==> src/rtl/ctrl_pkg.sv <==
// rtl/ctrl_pkg.sv - RV32I opcode, ALU and control-select encodings for control_hazard_unit
package ctrl_pkg;

   localparam logic [6:0] OP_R      = 7'b0110011;
   localparam logic [6:0] OP_I      = 7'b0010011;
   localparam logic [6:0] OP_LOAD   = 7'b0000011;
   localparam logic [6:0] OP_STORE  = 7'b0100011;
   localparam logic [6:0] OP_BRANCH = 7'b1100011;
   localparam logic [6:0] OP_JAL    = 7'b1101111;
   localparam logic [6:0] OP_JALR   = 7'b1100111;
   localparam logic [6:0] OP_LUI    = 7'b0110111;
   localparam logic [6:0] OP_AUIPC  = 7'b0010111;

   localparam logic [5:0] ALU_ADD       = 6'b000000;
   localparam logic [5:0] ALU_PASS_A    = 6'b011111;
   localparam logic [2:0] ALU_BRANCH_HI = 3'b010;

   typedef enum logic [1:0] {
      NPC_PLUS4  = 2'b00,
      NPC_TARGET = 2'b01,
      NPC_HOLD   = 2'b10
   } next_pc_sel_e;

   typedef enum logic [1:0] {
      OPA_RS1  = 2'b00,
      OPA_PC   = 2'b01,
      OPA_PC4  = 2'b10,
      OPA_ZERO = 2'b11
   } operand_a_sel_e;

   typedef enum logic [1:0] {
      EXT_I = 2'b00,
      EXT_S = 2'b01,
      EXT_U = 2'b10,
      EXT_B = 2'b11
   } extend_sel_e;

endpackage

==> src/rtl/hazard_detect.sv <==
// rtl/hazard_detect.sv - i-mem, d-mem and control-flow hazard flags
// Flags are purely combinational so reset never masks them.
module hazard_detect
   import ctrl_pkg::*;
#(
   parameter int ADDRESS_BITS = 20
) (
   input  logic [6:0]              opcode_decode,
   input  logic [6:0]              opcode_execute,
   input  logic                    branch_execute,
   input  logic                    fetch_valid,
   input  logic                    fetch_ready,
   input  logic [ADDRESS_BITS-1:0] issue_PC,
   input  logic [ADDRESS_BITS-1:0] fetch_address_in,
   input  logic                    memory_valid,
   input  logic                    memory_ready,
   input  logic                    load_memory,
   input  logic                    store_memory,
   input  logic [ADDRESS_BITS-1:0] load_address,
   input  logic [ADDRESS_BITS-1:0] memory_address_in,
   output logic                    i_mem_hazard,
   output logic                    d_mem_issue_hazard,
   output logic                    d_mem_recv_hazard,
   output logic                    JALR_branch_hazard,
   output logic                    JAL_hazard
);

   assign i_mem_hazard       = ~fetch_ready | (fetch_valid & (fetch_address_in != issue_PC));
   assign d_mem_issue_hazard = (load_memory | store_memory) & ~memory_ready;
   assign d_mem_recv_hazard  = load_memory & (~memory_valid | (memory_address_in != load_address));
   assign JALR_branch_hazard = (opcode_execute == OP_JALR) |
                               ((opcode_execute == OP_BRANCH) & branch_execute);
   assign JAL_hazard         = (opcode_decode == OP_JAL);

endmodule

==> src/rtl/control_hazard_unit.sv <==
// rtl/control_hazard_unit.sv - RV32I decode/control, hazard handling and next-PC select
// Optional CTRL_SCAN_DEBUG_EN adds a free-running cycle counter with scan-windowed debug prints.
module control_hazard_unit
   import ctrl_pkg::*;
#(
   parameter int CORE            = 0,
   parameter int ADDRESS_BITS    = 20,
   parameter int NUM_BYTES       = 4,
   parameter int LOG2_NUM_BYTES  = $clog2(NUM_BYTES),
   parameter int SCAN_CYCLES_MIN = 0,
   parameter int SCAN_CYCLES_MAX = 1000
) (
   input  logic                      clock,
   input  logic                      reset,
   input  logic [6:0]                opcode_decode,
   input  logic [6:0]                opcode_execute,
   input  logic [2:0]                funct3,
   input  logic [6:0]                funct7,
   input  logic [ADDRESS_BITS-1:0]   JALR_target_execute,
   input  logic [ADDRESS_BITS-1:0]   branch_target_execute,
   input  logic [ADDRESS_BITS-1:0]   JAL_target_decode,
   input  logic                      branch_execute,
   input  logic                      true_data_hazard,
   input  logic                      fetch_valid,
   input  logic                      fetch_ready,
   input  logic                      issue_request,
   input  logic [ADDRESS_BITS-1:0]   issue_PC,
   input  logic [ADDRESS_BITS-1:0]   fetch_address_in,
   input  logic                      memory_valid,
   input  logic                      memory_ready,
   input  logic                      load_memory,
   input  logic                      store_memory,
   input  logic [ADDRESS_BITS-1:0]   load_address,
   input  logic [ADDRESS_BITS-1:0]   memory_address_in,
   input  logic                      scan,
   output logic                      branch_op,
   output logic                      memRead,
   output logic [5:0]                ALU_operation,
   output logic                      memWrite,
   output logic [LOG2_NUM_BYTES-1:0] log2_bytes,
   output logic                      unsigned_load,
   output logic [1:0]                next_PC_sel,
   output logic [1:0]                operand_A_sel,
   output logic                      operand_B_sel,
   output logic [1:0]                extend_sel,
   output logic                      regWrite,
   output logic [ADDRESS_BITS-1:0]   target_PC,
   output logic                      i_mem_read,
   output logic                      i_mem_hazard,
   output logic                      d_mem_issue_hazard,
   output logic                      d_mem_recv_hazard,
   output logic                      JALR_branch_hazard,
   output logic                      JAL_hazard
);

   logic stall_hold;
   logic redirect;

   hazard_detect #(
      .ADDRESS_BITS (ADDRESS_BITS)
   ) u_hazard_detect (
      .opcode_decode      (opcode_decode),
      .opcode_execute     (opcode_execute),
      .branch_execute     (branch_execute),
      .fetch_valid        (fetch_valid),
      .fetch_ready        (fetch_ready),
      .issue_PC           (issue_PC),
      .fetch_address_in   (fetch_address_in),
      .memory_valid       (memory_valid),
      .memory_ready       (memory_ready),
      .load_memory        (load_memory),
      .store_memory       (store_memory),
      .load_address       (load_address),
      .memory_address_in  (memory_address_in),
      .i_mem_hazard       (i_mem_hazard),
      .d_mem_issue_hazard (d_mem_issue_hazard),
      .d_mem_recv_hazard  (d_mem_recv_hazard),
      .JALR_branch_hazard (JALR_branch_hazard),
      .JAL_hazard         (JAL_hazard)
   );

   assign stall_hold = d_mem_issue_hazard | d_mem_recv_hazard | true_data_hazard;
   assign redirect   = JALR_branch_hazard | JAL_hazard;

   always_comb begin
      if (opcode_execute == OP_JALR)
         target_PC = JALR_target_execute;
      else if ((opcode_execute == OP_BRANCH) && branch_execute)
         target_PC = branch_target_execute;
      else
         target_PC = JAL_target_decode;
   end

   always_comb begin
      branch_op     = 1'b0;
      memRead       = 1'b0;
      memWrite      = 1'b0;
      regWrite      = 1'b0;
      unsigned_load = 1'b0;
      operand_B_sel = 1'b0;
      ALU_operation = ALU_ADD;
      log2_bytes    = '0;
      operand_A_sel = OPA_RS1;
      extend_sel    = EXT_I;

      case (opcode_decode)
         OP_R: begin
            regWrite      = 1'b1;
            ALU_operation = {2'b00, funct7[5], funct3};
         end
         OP_I: begin
            regWrite      = 1'b1;
            operand_B_sel = 1'b1;
            // Only shift-immediates carry the arithmetic/logical bit in funct7.
            ALU_operation = (funct3[1:0] == 2'b01) ? {2'b00, funct7[5], funct3}
                                                   : {3'b000, funct3};
         end
         OP_LOAD: begin
            regWrite      = 1'b1;
            memRead       = 1'b1;
            operand_B_sel = 1'b1;
            log2_bytes    = LOG2_NUM_BYTES'(funct3[1:0]);
            unsigned_load = funct3[2];
         end
         OP_STORE: begin
            memWrite      = 1'b1;
            operand_B_sel = 1'b1;
            log2_bytes    = LOG2_NUM_BYTES'(funct3[1:0]);
            extend_sel    = EXT_S;
         end
         OP_BRANCH: begin
            branch_op     = 1'b1;
            ALU_operation = {ALU_BRANCH_HI, funct3};
            extend_sel    = EXT_B;
         end
         OP_JAL, OP_JALR: begin
            regWrite      = 1'b1;
            ALU_operation = ALU_PASS_A;
            operand_A_sel = OPA_PC4;
         end
         OP_LUI: begin
            regWrite      = 1'b1;
            operand_B_sel = 1'b1;
            operand_A_sel = OPA_ZERO;
            extend_sel    = EXT_U;
         end
         OP_AUIPC: begin
            regWrite      = 1'b1;
            operand_B_sel = 1'b1;
            operand_A_sel = OPA_PC;
            extend_sel    = EXT_U;
         end
         default: ;
      endcase

      if (true_data_hazard) begin
         regWrite  = 1'b0;
         memRead   = 1'b0;
         memWrite  = 1'b0;
         branch_op = 1'b0;
      end

      if (stall_hold)
         next_PC_sel = NPC_HOLD;
      else if (redirect)
         next_PC_sel = NPC_TARGET;
      else if (i_mem_hazard)
         next_PC_sel = NPC_HOLD;
      else
         next_PC_sel = NPC_PLUS4;

      i_mem_read = ~stall_hold;

      // Reset gates every state-changing control immediately, without waiting for a clock.
      if (reset) begin
         regWrite    = 1'b0;
         memRead     = 1'b0;
         memWrite    = 1'b0;
         branch_op   = 1'b0;
         i_mem_read  = 1'b0;
         next_PC_sel = NPC_PLUS4;
      end
   end

   logic unused_fields;
   assign unused_fields = ^{funct7[6], funct7[4:0], issue_request};

`ifdef CTRL_SCAN_DEBUG_EN
   logic [31:0] cycle_q;
   logic [31:0] cycle_d;

   assign cycle_d = cycle_q + 32'd1;

   always_ff @(posedge clock or posedge reset) begin
      if (reset)
         cycle_q <= 32'd0;
      else
         cycle_q <= cycle_d;
   end

   always_ff @(posedge clock) begin
      if (scan && (cycle_q >= 32'(SCAN_CYCLES_MIN)) && (cycle_q <= 32'(SCAN_CYCLES_MAX))) begin
         $display("core %0d cycle %0d: i_mem %b d_issue %b d_recv %b jalr_br %b jal %b next_PC_sel %b target_PC %h",
                  CORE, cycle_q, i_mem_hazard, d_mem_issue_hazard, d_mem_recv_hazard,
                  JALR_branch_hazard, JAL_hazard, next_PC_sel, target_PC);
      end
   end
`else
   localparam int unused_dbg_params = CORE + SCAN_CYCLES_MIN + SCAN_CYCLES_MAX;
   logic unused_dbg;
   assign unused_dbg = ^{clock, scan};
`endif

endmodule

==> config.mk <==
export PLATFORM = sky130hd
export DESIGN_NAME = control_hazard_unit
export DESIGN_NICKNAME = d
export VERILOG_FILES = /design/src/rtl/ctrl_pkg.sv /design/src/rtl/hazard_detect.sv /design/src/rtl/control_hazard_unit.sv
export SDC_FILE = /design/constraint.sdc
export NUM_CORES = 1
export LEC_CHECK = 0
export BUFFER_PORTS_ARGS = -buffer_cell sky130_fd_sc_hd__buf_2
export CAP_MARGIN = 20
export CORE_AREA = 2 2 87 89
export DETAILED_ROUTE_END_ITERATION = 6
export DIE_AREA = 0 0 89 91
export GPL_ROUTABILITY_DRIVEN = 1
export PLACE_DENSITY_LB_ADDON = 0.12
export SLEW_MARGIN = 20
export SYNTH_ARGS = -nofsm -noshare
export SYNTH_HDL_FRONTEND = slang
export SYNTH_SLANG_ARGS = --single-unit
==> constraint.sdc <==
create_clock -name vclk -period 2.6
set_input_delay 0.52 -clock vclk [all_inputs]
set_output_delay 0.52 -clock vclk [all_outputs]
set_load 0.05 [all_outputs]
==> summary.md <==
| Metric | Value |
|---|---|
| Pleak | `1.52 nW` |
| Grt ovf | `0` |
| Hold_ws | `1390 ps` |
| Fmax achieved | `379 MHz` |
| First-pass DRT Iterations | `4` |
| Worst hold stages | `3` |
| WP data arrival | `2120 ps` |
| Post-Place Worst Slack | `-108 ps` |
| Clkbuf count | `0` |
| Fraction of layout instances using a drive strength above 1 | `a little under three quarters` |
| Antenna diode count | `0` |
| CP Max Fanout | `5` |
| Final worst path period share | `101%` |
| Commonest non-fill, non-tap cells in the layout | `buf_2 (184), nor2_1 (24), buf_6 (23), xnor2_1 (21), a21oi_2 (20)` |
| Minimum clock period | `2640 ps` |
| Die W | `approximately 89 µm` |
| Seq_cells | `0` |
| Gate Count Post-Synth | `178` |
| Routed wire length | `about 6.1 mm` |
| Mapped cell area | `1220 µm²` |
| Ys Warns | `0` |
| Core area | `about 7100 µm²` |
| Starting density of the core | `17.1%` |
| Via density | `4.24` |
| RSZ-0062 raised after global routing | `true` |
| Synth-to-layout area growth | `148%` |
| Status | `finished, violations left` |
| Row cnt | `31` |
| CP max-delay cell | `and4bb_2` |
| Detail Route Antenna Nets | `0` |
| Netlist cell types | `34` |
| Critical path cell sequence | `buf_6 > and4bb_2 > nand3_2 > nor3b_4 > buf_4 > clkbuf_16 > mux2i_2 > a21oi_2 > buf_6` |
| Nets | `approximately 580` |
| DRT iter0 DRCs | `25` |
| Final Max Tran Viols | `0` |
| Vias in the first global route | `1957` |
| Register area | `0 µm²` |
| # hold bufs at CTS | `0` |
| # DRC | `0` |
| Req. time, crit path | `2080 ps` |
| Crit path largest cell delay | `330 ps` |
| Detailed-route wire length per cell | `roughly 12 µm` |
| Worst hold path class | `input port to primary output` |
| Total I/O pin count | `222` |
| Post-route worst setup slack | `-36.3 ps` |
| Routability cong. | `0.715` |
| Post-synthesis sequential area ratio | `0%` |
| Core Util, Final | `42.4%` |
| Pin count of the biggest net entering global routing | `41` |
| Setup crit start kind | `input port` |
| Max Cap Viol | `0` |
| Power density over the cells | `~150 nW/µm²` |
| Failing checks | `setup timing` |
| Worst setup EP type | `primary output` |
| Worst VDD drop | `around 0.062 mV` |
| Syn avg cell area | `just under 7 µm²` |
| Most used cell, CP | `buf_6` |
| Die Area | `about 8100 µm²` |
| WP depth | `9` |
| Port bufs | `212` |
| Placed wire-length estimate | `5.14 mm` |
| Via count | `2103` |
| Critical setup path kind | `input port to primary output` |
| GR Util All Layers | `12.3%` |
| Final-report hold violation count | `0` |
| First-pass GRT wire length | `8.27 mm` |
| Commonest non-fill, non-tap cell in the layout | `buf_2` |
| Delay-heaviest family, CP | `simple AND/OR/NAND/NOR gates` |
| Initial antenna violation count | `0` |
| Post-synthesis net count | `354` |
| Die Ht | `around 91 µm` |
| Buf/Inv on CP | `4` |
| Final setup fails | `12` |
==> worst paths after layout <==
check                         start                 end  slack, ps
setup / recovery  opcode_execute[3]        target_PC[9]        -40
hold / removal         memory_ready  d_mem_issue_hazard       1390
==> cells in the mapped netlist (all sizes together), types with 2 or more instances <==
| master | instances | area [µm²] |
|---|---|---|
| xnor2 | 28 | 245 |
| nor2 | 25 | 93.8 |
| a21oi | 23 | 115 |
| mux2i | 20 | 200 |
| xor2 | 12 | 105 |
| nand2 | 8 | 30.0 |
| nand4 | 8 | 56.3 |
| nor4 | 6 | 43.8 |
| a21o | 5 | 37.5 |
| nor3 | 5 | 35.0 |
| clkbuf | 4 | 15.0 |
| o21ai | 4 | 20.0 |
| and2 | 3 | 18.8 |
| buf | 3 | 22.5 |
| or3 | 3 | 18.8 |
| inv | 2 | 7.51 |
| nand2b | 2 | 12.5 |
| nand3 | 2 | 10.0 |
| nor2b | 2 | 12.5 |
| nor4b | 2 | 17.5 |
==> cell families (layout without fill, tap and decap cells) <==
logic type | count (synthesis) | in the layout | share of synthesized area, %
other cells | 1 | 1 | 0.307
xor+xnor | 40 | 40 | 28.7
buf+inv | 9 | 228 | 3.69
compound gates | 36 | 36 | 17.6
simple gates | 72 | 72 | 33.2
mux | 20 | 20 | 16.4
==> where the power goes <==
group | switching [W] | internal [W] | leakage (nW)
clock | 0 | 0 | 0
combinational | 0.000228 | 0.000219 | 1.52
sequential | 0 | 0 | 0
total | 0.000228 | 0.000219 | 1.52
==> layer usage <==
layer | GRT usage [%] | vias up | wire length [µm]
met1 | 12.7 | 901 | 2020
met3 | 2.27 | 0 | 675
met2 | 26.0 | 125 | 3450
li1 | - | 1077 | -
met5 | 0 | - | 0
met4 | 0 | 0 | 0
==> through the flow <==
step                instance area [µm²]  instances  setup TNS, ps  total power, W
CTS                                2690        490          -39.1        0.000406
global placement                   2640        491           -128        0.000390
global route                       3030        496           -995        0.000480
detailed placement                 2640        491           -388        0.000394
floorplan                          1380        178           -703        0.000210
finish                             3030        496           -150        0.000447
==> final cells by class <==
type                            instances  area, µm²
Multi-Input combinational cell        169       1490
Fill cell                             729       4110
Tap cell                               99        124
Inverter                                2       7.51
Timing Repair Buffer                  226       1400
==> repair_timing <==
action | 4_1_cts | 5_1_grt
pin swaps | 1 | 13
endpoints found under the hold margin | 0 | 0
gates cloned | 0 | 3
setup buffers | 0 | 3
setup endpoints to repair | 21 | 23
gates resized for setup | 18 | 59
==> worst min-delay path: cells and delay by family <==
family | cells | cell delay, ps
buffers and inverters | 2 | 290
and+or+nand+nor | 1 | 60
Note: power is estimated with default switching activity, not from simulation.
